## config.mk

```make
export PLATFORM = sky130hd
export DESIGN_NAME = bit_serial_subtractor
export DESIGN_NICKNAME = d
export VERILOG_FILES = /design/src/rtl/bit_serial_subtractor.sv
export SDC_FILE = /design/constraint.sdc
export NUM_CORES = 1
export LEC_CHECK = 0
export ABC_AREA = 1
export BUFFER_PORTS_ARGS = -buffer_cell sky130_fd_sc_hd__buf_4
export CAP_MARGIN = 30
export CORE_UTILIZATION = 25
export CTS_BUF_LIST = sky130_fd_sc_hd__clkbuf_8
export CTS_CLUSTER_DIAMETER = 150
export CTS_CLUSTER_SIZE = 14
export DETAILED_ROUTE_END_ITERATION = 12
export HOLD_SLACK_MARGIN = 0.12
export PLACE_DENSITY = 0.42
export SETUP_SLACK_MARGIN = 0.1
export SLEW_MARGIN = 20
export SYNTH_ARGS = -nofsm -noshare
export SYNTH_HDL_FRONTEND = slang
export SYNTH_SLANG_ARGS = --single-unit
```

## constraint.sdc

```tcl
create_clock -name clk -period 1.8 [get_ports clk]
set_input_delay 0 -clock clk [delete_from_list [all_inputs] [get_ports clk]]
set_output_delay 0 -clock clk [all_outputs]
set_load 0.02 [all_outputs]
```

## src/rtl/bit_serial_subtractor.sv

```systemverilog
// Bit-serial subtractor: diff = in1 - in2 - b_in, one bit per clock, LSB first,
// using a single borrow flop behind a start/busy/done handshake.
module bit_serial_subtractor #(
  parameter int WIDTH = 4
) (
  input  logic             clk,
  input  logic             rst_n,
  input  logic             start,
  input  logic [WIDTH-1:0] in1,
  input  logic [WIDTH-1:0] in2,
  input  logic             b_in,
  output logic             busy,
  output logic             done,
  output logic [WIDTH-1:0] diff,
  output logic             b_out,
  output logic             ovf
);

  localparam int CW = (WIDTH > 2) ? $clog2(WIDTH) : 1;

  typedef enum logic [1:0] {
    IDLE = 2'd0,
    BUSY = 2'd1,
    DONE = 2'd2
  } state_t;

  state_t           state_q, state_d;
  logic [WIDTH-1:0] a_q, a_d;
  logic [WIDTH-1:0] b_q, b_d;
  logic [WIDTH-1:0] r_q, r_d;
  logic [CW-1:0]    cnt_q, cnt_d;
  logic             borrow_q, borrow_d;
  logic             msb1_q, msb1_d;
  logic             msb2_q, msb2_d;
  logic [WIDTH-1:0] diff_q, diff_d;
  logic             b_out_q, b_out_d;
  logic             ovf_q, ovf_d;
  logic             bit_d;

  always_comb begin
    state_d  = state_q;
    a_d      = a_q;
    b_d      = b_q;
    r_d      = r_q;
    cnt_d    = cnt_q;
    borrow_d = borrow_q;
    msb1_d   = msb1_q;
    msb2_d   = msb2_q;
    diff_d   = diff_q;
    b_out_d  = b_out_q;
    ovf_d    = ovf_q;
    bit_d    = a_q[0] ^ b_q[0] ^ borrow_q;

    case (state_q)
      IDLE, DONE: begin
        state_d = IDLE;
        if (start) begin
          a_d      = in1;
          b_d      = in2;
          borrow_d = b_in;
          cnt_d    = '0;
          r_d      = '0;
          msb1_d   = in1[WIDTH-1];
          msb2_d   = in2[WIDTH-1];
          state_d  = BUSY;
        end
      end
      BUSY: begin
        borrow_d = (~a_q[0] & b_q[0]) | (~(a_q[0] ^ b_q[0]) & borrow_q);
        r_d      = {bit_d, r_q[WIDTH-1:1]};
        a_d      = a_q >> 1;
        b_d      = b_q >> 1;
        cnt_d    = cnt_q + CW'(1);
        // Last bit: publish the result, including the bit computed this edge.
        if (cnt_q == CW'(WIDTH - 1)) begin
          diff_d  = r_d;
          b_out_d = borrow_d;
          ovf_d   = (msb1_q != msb2_q) && (bit_d != msb1_q);
          state_d = DONE;
        end
      end
      default: state_d = IDLE;
    endcase
  end

  always_ff @(posedge clk or negedge rst_n) begin
    if (!rst_n) begin
      state_q  <= IDLE;
      a_q      <= '0;
      b_q      <= '0;
      r_q      <= '0;
      cnt_q    <= '0;
      borrow_q <= 1'b0;
      msb1_q   <= 1'b0;
      msb2_q   <= 1'b0;
      diff_q   <= '0;
      b_out_q  <= 1'b0;
      ovf_q    <= 1'b0;
    end else begin
      state_q  <= state_d;
      a_q      <= a_d;
      b_q      <= b_d;
      r_q      <= r_d;
      cnt_q    <= cnt_d;
      borrow_q <= borrow_d;
      msb1_q   <= msb1_d;
      msb2_q   <= msb2_d;
      diff_q   <= diff_d;
      b_out_q  <= b_out_d;
      ovf_q    <= ovf_d;
    end
  end

  assign busy  = (state_q == BUSY);
  assign done  = (state_q == DONE);
  assign diff  = diff_q;
  assign b_out = b_out_q;
  assign ovf   = ovf_q;

endmodule

```

== Word-level counts from Yosys, hierarchy flattened ==
Cells that the tools add are included.
W data, S select, Z words.

* Reduce and logical (&&, ||, !) cells: 7
* Add/sub/neg operators: 1
* Multiplexer cells: 13
* Bitwise logic cells: 7
* Equal/unequal tests: 7

{| class="wikitable"
|+ Operators with widths
! cell !! number
|-
| $pmux W4 S2 || 3
|-
| $mux W4 || 3
|-
| $pmux W2 S2 || 2
|-
| $reduce_and A2 Y1 || 3
|-
| $eq A2 B2 Y1 const B || 2
|-
| $mux W2 || 2
|-
| $add A2 B1 Y2 const B || 1
|-
| $and A1 B1 Y1 || 2
|-
| $eq A2 B1 Y1 const B || 1
|-
| $logic_not A2 Y1 || 1
|-
| $mux W1 || 2
|-
| $ne A1 B1 Y1 || 2
|-
| $ne A2 B1 Y1 const B || 1
|-
| $ne A2 B2 Y1 const B || 1
|-
| $not A1 Y1 || 2
|-
| $pmux W1 S2 || 1
|-
| $reduce_bool A2 Y1 || 1
|-
| $reduce_or A2 Y1 || 1
|-
| $xor A1 B1 Y1 || 2
|-
| $logic_and A1 B1 Y1 || 1
|-
| $or A1 B1 Y1 || 1
|}

* Input bits: 12
* Word-level logic and storage cells: 46
* Flip-flop bits (word level): 25

== Logic depth before layout (Yosys ltp) ==
Gate-level depths: netlist (run 1).

* Depth in word-level cells: 5
* Mapped depth: 7

== Least setup slack after synthesis (run 1) ==
OpenSTA, ideal clock, no wires.

* Kind: register -> register
* From: register a_q[0]
* To: register ovf_q, in the netlist ovf
* Cell stages (with the launch flop): 7
* Clock period less this slack: 1.319 ns
* Slack: 0.481 ns
* Library setup time: 0.116 ns
* Arrival: 1.203 ns
* Buffers on the path: 0
* Cells stage by stage: dfrtp_1 fa_1 inv_1 nand3_1 nand2_1 nand2_1 nand2_1

* Word-level cells in the longest chain between the ends: 4

{| class="wikitable"
|+ RTL lines
! element !! RTL line !! RTL
|-
| start: declaration || 28 || <nowiki>logic [WIDTH-1:0] a_q, a_d;</nowiki>
|-
| start signal: assignment || 89 || <nowiki>a_q <= '0;</nowiki>
|-
| start signal: assignment || 101 || <nowiki>a_q <= a_d;</nowiki>
|-
| $xor A1 B1 Y1 (2 in series) || 52 || <nowiki>bit_d = a_q[0] ^ b_q[0] ^ borrow_q;</nowiki>
|-
| via bit_d || 38 || <nowiki>logic bit_d;</nowiki>
|-
| $ne A1 B1 Y1 || 78 || <nowiki>ovf_d = (msb1_q != msb2_q) && (bit_d != msb1_q);</nowiki>
|-
| $logic_and A1 B1 Y1 || 78 ||
|-
| end signal: assignment || 110 || <nowiki>ovf_q <= ovf_d;</nowiki>
|-
| end: declaration || 37 || <nowiki>logic ovf_q, ovf_d;</nowiki>
|}

The timed path passes the listed nets, and every way through them passes these cells.
A chain may end at the register's enable or synchronous reset.

== Final worst setup path (run 1) ==
Same ends and word-level chain as after synthesis.

==> flow_summary_export.csv, run 1 <==
group,metric,value,unit
grt,grtUsageTotal,0.1039,
worst_setup_path,cp_common_cell,"nand2_1",
power,power.leakage,0.0007904,uW
power,worst_ir_drop_vdd,0.8204,mV
detailed_routing,via_per_inst,4.242,
sta,rsz0062_at_grt,"false",
worst_setup_path,cpPeakStageDelay,0.59,ns
finish,n_antenna_cell,0,
logic_synthesis,syn_avg_cell_area,8.702,sq um
finish,mostFrequentLayoutCells,"nand2_1 (40), inv_1 (24), dfrtp_1 (24)",
detailed_routing,post-route-drc-count,0,
logic_synthesis,synth.ff_latch_count,24,
sta,slew_headroom,0.7868,
sta,slew_violations,0,
clocking,insertion_delay,0.26,ns
finish,final_util,0.3388,
grt,antenna_found_initial,0,
sta,fin_skew,0.002214,ns
die,ioPinCount,20,
sta,hold_violations,0,
clocking,numClockSinks,24,
detailed_routing,vias,912,
detailed_routing,drt_first_pass_iters,4,
power,p_per_area,1744,nW/um^2
worst_setup_path,crit_type,"flop to flop",
clocking,cts_buffers,3,
clocking,cts_max_level,1,
grt,overflow,0,
finish,drive_gt1_frac,0.2393,
worst_setup_path,cp-end-kind,"flop",
placed_design,placed_area,1320,sq um
logic_synthesis,synth_cells,132,
finish,final_common_cell,"nand2_1",
grt,grt_pass1_wl,3.981,mm
die,die_area,4869,sq um
detailed_routing,drt_iter0_drc,23,
worst_setup_path,cp.required,1.96,ns
detailed_routing,antenna_left,0,
clocking,cts_tree,"built",
sta,fin_crit,1.403,ns
sta,fmax,712.6,MHz
worst_setup_path,worst_ep_arrival_time,1.56,ns
sta,tightest_slew,0.3198,ns
finish,design_area,1485,sq um
die,die_x,69.78,um
worst_setup_path,crit_fanout,3,
worst_setup_path,critPathLaunchType,"flop",
worst_setup_path,crit_start,"a_q[0]$_DFFE_PN0P_",
logic_synthesis,ys_types,15,
outcome,status,"completed",
placed_design,post-dp-hpwl,1.762,mm
worst_setup_path,path_cells,"fa_1, inv_1, nand3_1, nand2_1, nand2_1, nand2_1",
die,start_util,0.2620,
sta,period_share,0.7796,
logic_synthesis,synth.yosys.seq_area_share,0.5229,
clocking,clk_pin_slew_worst_paths,0.08,ns
detailed_routing,wl_per_cell,10.80,um
detailed_routing,routed_wl,2.323,mm
logic_synthesis,yosysWarnings,0,
finish,synthToLayoutAreaGrowth,29.30,%
die,placementRows,24,
job,max_cap_violations,0,
sta,setup_viol_count_final,0,
logic_synthesis,syn_area,1149,sq um
clocking,cts_root_buffer,"clkbuf_8",
die,coreArea,4384,sq um
finish,final_nets,178,
logic_synthesis,syn-num-nets,146,
min_path,min_path_type,"primary input to asynchronous set/reset pin",
grt,grt_pass1_vias,887,
worst_setup_path,r2r-start,"a_q[0]$_DFFE_PN0P_",
grt,grt_max_degree,25,
clocking,cts_resized,0,
worst_setup_path,cpMaxStageDelayCell,"fa_1",
die,die_h,69.78,um
placed_design,gp_congestion,0.7706,
placed_design,portBuffers,19,
clocking,cts_buffer_depth,2,
sta,tns,0,ns
-- final cells by class --
class,instances,area [sq um]
clock buffer,4,55.05
fill,471,2899
inverter,27,101.3
multi-input combinational,78,410.4
sequential,24,600.6
tap,52,65.06
timing repair buffer,30,252.7
-- through the flow --
| stage | setup WS, ns | hold WS [ns] | total power [uW] | std cells |
|---|---|---|---|---|
| 6_report | 0.3967 | 0.1671 | 2591 | 215 |
| 5_1_grt | 0.3000 | 0.1984 | 2839 | 215 |
| 4_1_cts | 0.3842 | 0.1725 | 2635 | 215 |
| 3_5_place_dp | 0.4011 | -0.07826 | 2244 | 200 |
| 3_3_place_gp | 0.3967 | -0.07785 | 2238 | 200 |
| 2_1_floorplan | 0.4810 | -0.2956 | 1940 | 132 |
-- path summary, 6_finish.rpt --
path / slack [ns] / cells after the start / end
max: 0.40 / 6 / ovf$_DFFE_PN0P_
min: 0.17 / 2 / diff[0]$_DFFE_PN0P_
max reg2reg: 0.40 / 6 / ovf$_DFFE_PN0P_
min reg2reg: 0.48 / 2 / cnt_q[1]$_DFFE_PN0P_
max in group asynchronous: 1.39 / 2 / r_q[1]$_DFFE_PN0P_
min in group clk: 0.48 / 2 / cnt_q[1]$_DFFE_PN0P_
-- cells by family after synthesis --
logic type	after synthesis	share of synthesized area
AO/OA/AOI/OAI	14	0.09695
adder cells (fa/ha/maj)	2	0.02832
buffers and inverters	30	0.1198
flip-flops	24	0.5229
AND/OR/NAND/NOR	62	0.2320
-- flip-flops by register name, summed over array words and instances, names as in the netlist --
signal / flops
a_q: 4
b_q: 4
diff: 4
r_q: 3
cnt_q: 2
state_q: 2
b_out: 1
borrow_q: 1
msb1_q: 1
msb2_q: 1
ovf: 1
-- Yosys cell counts --
library cell / number / area [sq um]
clkbuf_8: 1 / 13.76
fa_1: 1 / 20.02
nor2_1: 3 / 11.26
o21ai_0: 5 / 25.02
ha_1: 1 / 12.51
o21ai_2: 8 / 70.07
dfrtp_1: 24 / 600.6
nand2_2: 3 / 18.77
nand2_1: 40 / 150.1
nand3_1: 15 / 75.07
inv_1: 24 / 90.09
a21oi_4: 1 / 16.27
buf_6: 2 / 22.52
inv_2: 3 / 11.26
nor2_4: 1 / 11.26
-- power breakdown --
group          switching, uW  internal (uW)  total [uW]
sequential               158            793         951
clock                    168            195         363
combinational            797            480        1280
-- routing by layer --
layer	part of all wire	track usage
met5	0	0
met2	0.46	0.1720
met4	0.0052	0.01778
met3	0.056	0.03634
met1	0.48	0.1324
-- critical path, delay by kind of cell (launching register included) --
kind / cells / cell delay [ns]
fa+ha+maj: 1 / 0.59
buf+inv: 1 / 0.08
flops: 1 / 0.41
simple gates: 4 / 0.22
-- timing repair --
action | 4_1_cts | 5_1_grt
hold endpoints to repair | 36 | 0
hold buffers | 11 | 0
setup buffers | 0 | 0
setup endpoints to repair | 0 | 0
No activity file was read; power rests on OpenSTA's default activity.
==> run 2: changes to the inputs <==
- clock period: 1.8 -> 1.45 ns (I/O delays scaled with it)
==> run 2 against run 1 <==
  * Worst hold slack lost 0.0047 ns
  * Sequential share of layout area shrank 2.3 points
  * Register-to-register slack lost 0.30 ns
  * Clock-buffer cell count shrank 1
  * Routed wire length grew 3.9%
  * Setup slack lost 0.30 ns
  * Critical path depth grew 1
  * Utilization grew 2.1 points
  * Sequential power grew 22%
  * Highest routed layer unchanged
  * Global-route usage grew 1.0 points
  * Combinational power grew 52%
==> flow_summary_export.csv, run 2 (synthesis gave the netlist of run 1 again) <==
group,metric,value,unit
worst_setup_path,cp.required,1.62,ns
worst_setup_path,r2r-start,"b_q[0]$_DFFE_PN0P_",
outcome,status,"completed",
placed_design,placed_cells,207,
grt,grtUsageTotal,0.1143,
worst_setup_path,crit_type,"flop to flop",
sta,setup_viol_count_final,0,
grt,antenna_found_initial,0,
detailed_routing,wl_per_cell,10.77,um
worst_setup_path,cpMaxStageDelayCell,"fa_2",
placed_design,gp_congestion,0.7514,
die,die_area,4869,sq um
finish,final_common_cell,"nand2_1",
worst_setup_path,rrSetupSlack,0.1,ns
die,start_util,0.2620,
sta,fmax,738.5,MHz
sta,fin_ws,0.09599,ns
grt,overflow,0,
finish,drive_gt1_frac,0.3081,
power,worst_ir_drop_vdd,0.7563,mV
finish,mostFrequentLayoutCells,"nand2_1 (40), buf_4 (28), dfrtp_1 (24)",
clocking,numClockSinks,24,
finish,n_antenna_cell,0,
grt,grt_pass1_vias,978,
placed_design,portBuffers,19,
sta,hold_violations,0,
worst_setup_path,cpPeakStageDelay,0.60,ns
sta,rsz0062_at_grt,"true",
detailed_routing,via_per_inst,4.188,
grt,grt_max_degree,25,
worst_setup_path,cp-end-kind,"flop",
power,p_total,3697,uW
detailed_routing,drt_first_pass_iters,4,
clocking,cts_buffers,3,
finish,stdcell_count,224,
die,coreArea,4384,sq um
clocking,cts_tree,"built",
sta,fin_skew,0.002557,ns
placed_design,post-dp-hpwl,1.774,mm
die,placementRows,24,
worst_setup_path,critPathLaunchType,"flop",
die,die_x,69.78,um
grt,grt_pass1_wl,4.353,mm
job,max_cap_violations,0,
power,power.leakage,0.0008374,uW
power,p_per_area,2345,nW/um^2
clocking,cts_root_buffer,"clkbuf_8",
finish,synthToLayoutAreaGrowth,37.25,%
worst_setup_path,crit_family,"adder cells",
finish,nFillCells,460,
detailed_routing,routed_wl,2.413,mm
worst_setup_path,crit_fanout,3,
worst_setup_path,path_cells,"inv_2, fa_2, inv_2, nand3_2, nand2_1, nand2_1, nand2_1",
clocking,cts_buffer_depth,2,
sta,tns,0,ns
detailed_routing,vias,938,
finish,final_nets,187,
worst_setup_path,worst_ep_arrival_time,1.52,ns
clocking,cts_max_level,1,
sta,slew_violations,0,
detailed_routing,drt_iter0_drc,32,
sta,fin_crit,1.354,ns
worst_setup_path,rr_endpoint,"ovf$_DFFE_PN0P_",
sta,tightest_slew,0.3234,ns
sta,period_share,0.9338,
clocking,clk_pin_slew_worst_paths,0.09,ns
detailed_routing,antenna_left,0,
die,die_h,69.78,um
worst_setup_path,path_buf_inv,2,
detailed_routing,post-route-drc-count,0,
min_path,min_path_type,"primary input to asynchronous set/reset pin",
sta,slew_headroom,0.7844,
die,ioPinCount,20,
clocking,insertion_delay,0.27,ns
placed_design,dp_slack,0.05217,ns
worst_setup_path,r2r_cells,7,
finish,final_util,0.3596,
worst_setup_path,cp_common_cell,"nand2_1",
run 2: cell count changes in the layout (fill, tap and decap cells not counted), sizes merged:
cell | before | now
buf | 19 | 28
bufinv | 0 | 1
clkbuf | 4 | 3
run 2: routing by layer:
layer  vias to the layer above  wire length [um]  share of wire  GRT usage
li1                        480                 -              -          -
met1                       438              1139           0.47     0.1422
met2                        18              1170           0.48     0.1987
met3                         2                90          0.037    0.03198
met4                         0                13         0.0054    0.02000
met5                         -                 0              0          0
run 2: worst reg2reg max path, delay by kind of cell, from the launching register on:
kind | cells | cell delay, ns
DFF | 1 | 0.37
buffers and inverters | 2 | 0.10
and+or+nand+nor | 4 | 0.20
adders and majority gates | 1 | 0.60
run 2: timing repair:
item | CTS | global route
setup endpoints to repair | 1 | 3
setup buffers | 2 | 0
pin swaps | 4 | 4
gates cloned | 0 | 0
endpoints found under the hold margin | 35 | 0
resized for setup | 3 | 3
hold buffers | 11 | 0
run 2: worst max-delay path by stage:
stage / from / end / slack (ns) / cells after the start
2_1_floorplan: a_q[0]$_DFFE_PN0P_ / ovf$_DFFE_PN0P_ / 0.13 / 6
3_5_place_dp: a_q[0]$_DFFE_PN0P_ / ovf$_DFFE_PN0P_ / 0.05 / 6
6_report: b_q[0]$_DFFE_PN0P_ / ovf$_DFFE_PN0P_ / 0.1 / 7
3_3_place_gp: a_q[0]$_DFFE_PN0P_ / ovf$_DFFE_PN0P_ / 0.09 / 6
4_1_cts: borrow_q$_DFFE_PN0P_ / diff[3]$_DFFE_PN0P_ / 0.09 / 5
5_1_grt: b_q[0]$_DFFE_PN0P_ / ovf$_DFFE_PN0P_ / 0.02 / 7
run 2: through the flow:
step | cell area (sq um) | hold slack [ns]
after floorplan | 1149 | -0.2956
after global placement | 1373 | -0.07920
after detailed placement | 1373 | -0.07627
after CTS | 1574 | 0.1739
after global routing | 1577 | 0.1883
final | 1577 | 0.1623
run 2: cell type report:
type / instances / area [sq um] / area share
clock buffer: 3 / 41.29 / 0.02619
clock inverter: 1 / 30.03 / 0.01905
inverter: 27 / 101.3 / 0.06429
multi-input combinational: 78 / 417.9 / 0.2651
sequential: 24 / 600.6 / 0.3810
tap: 52 / 65.06 / 0.04127
timing repair buffer: 39 / 320.3 / 0.2032
run 2: power breakdown:
part	total, uW	internal [uW]	leakage (uW)	switching (uW)
clock	593	369	0.0000357	224
combinational	1940	852	0.000502	1090
sequential	1160	985	0.000300	180
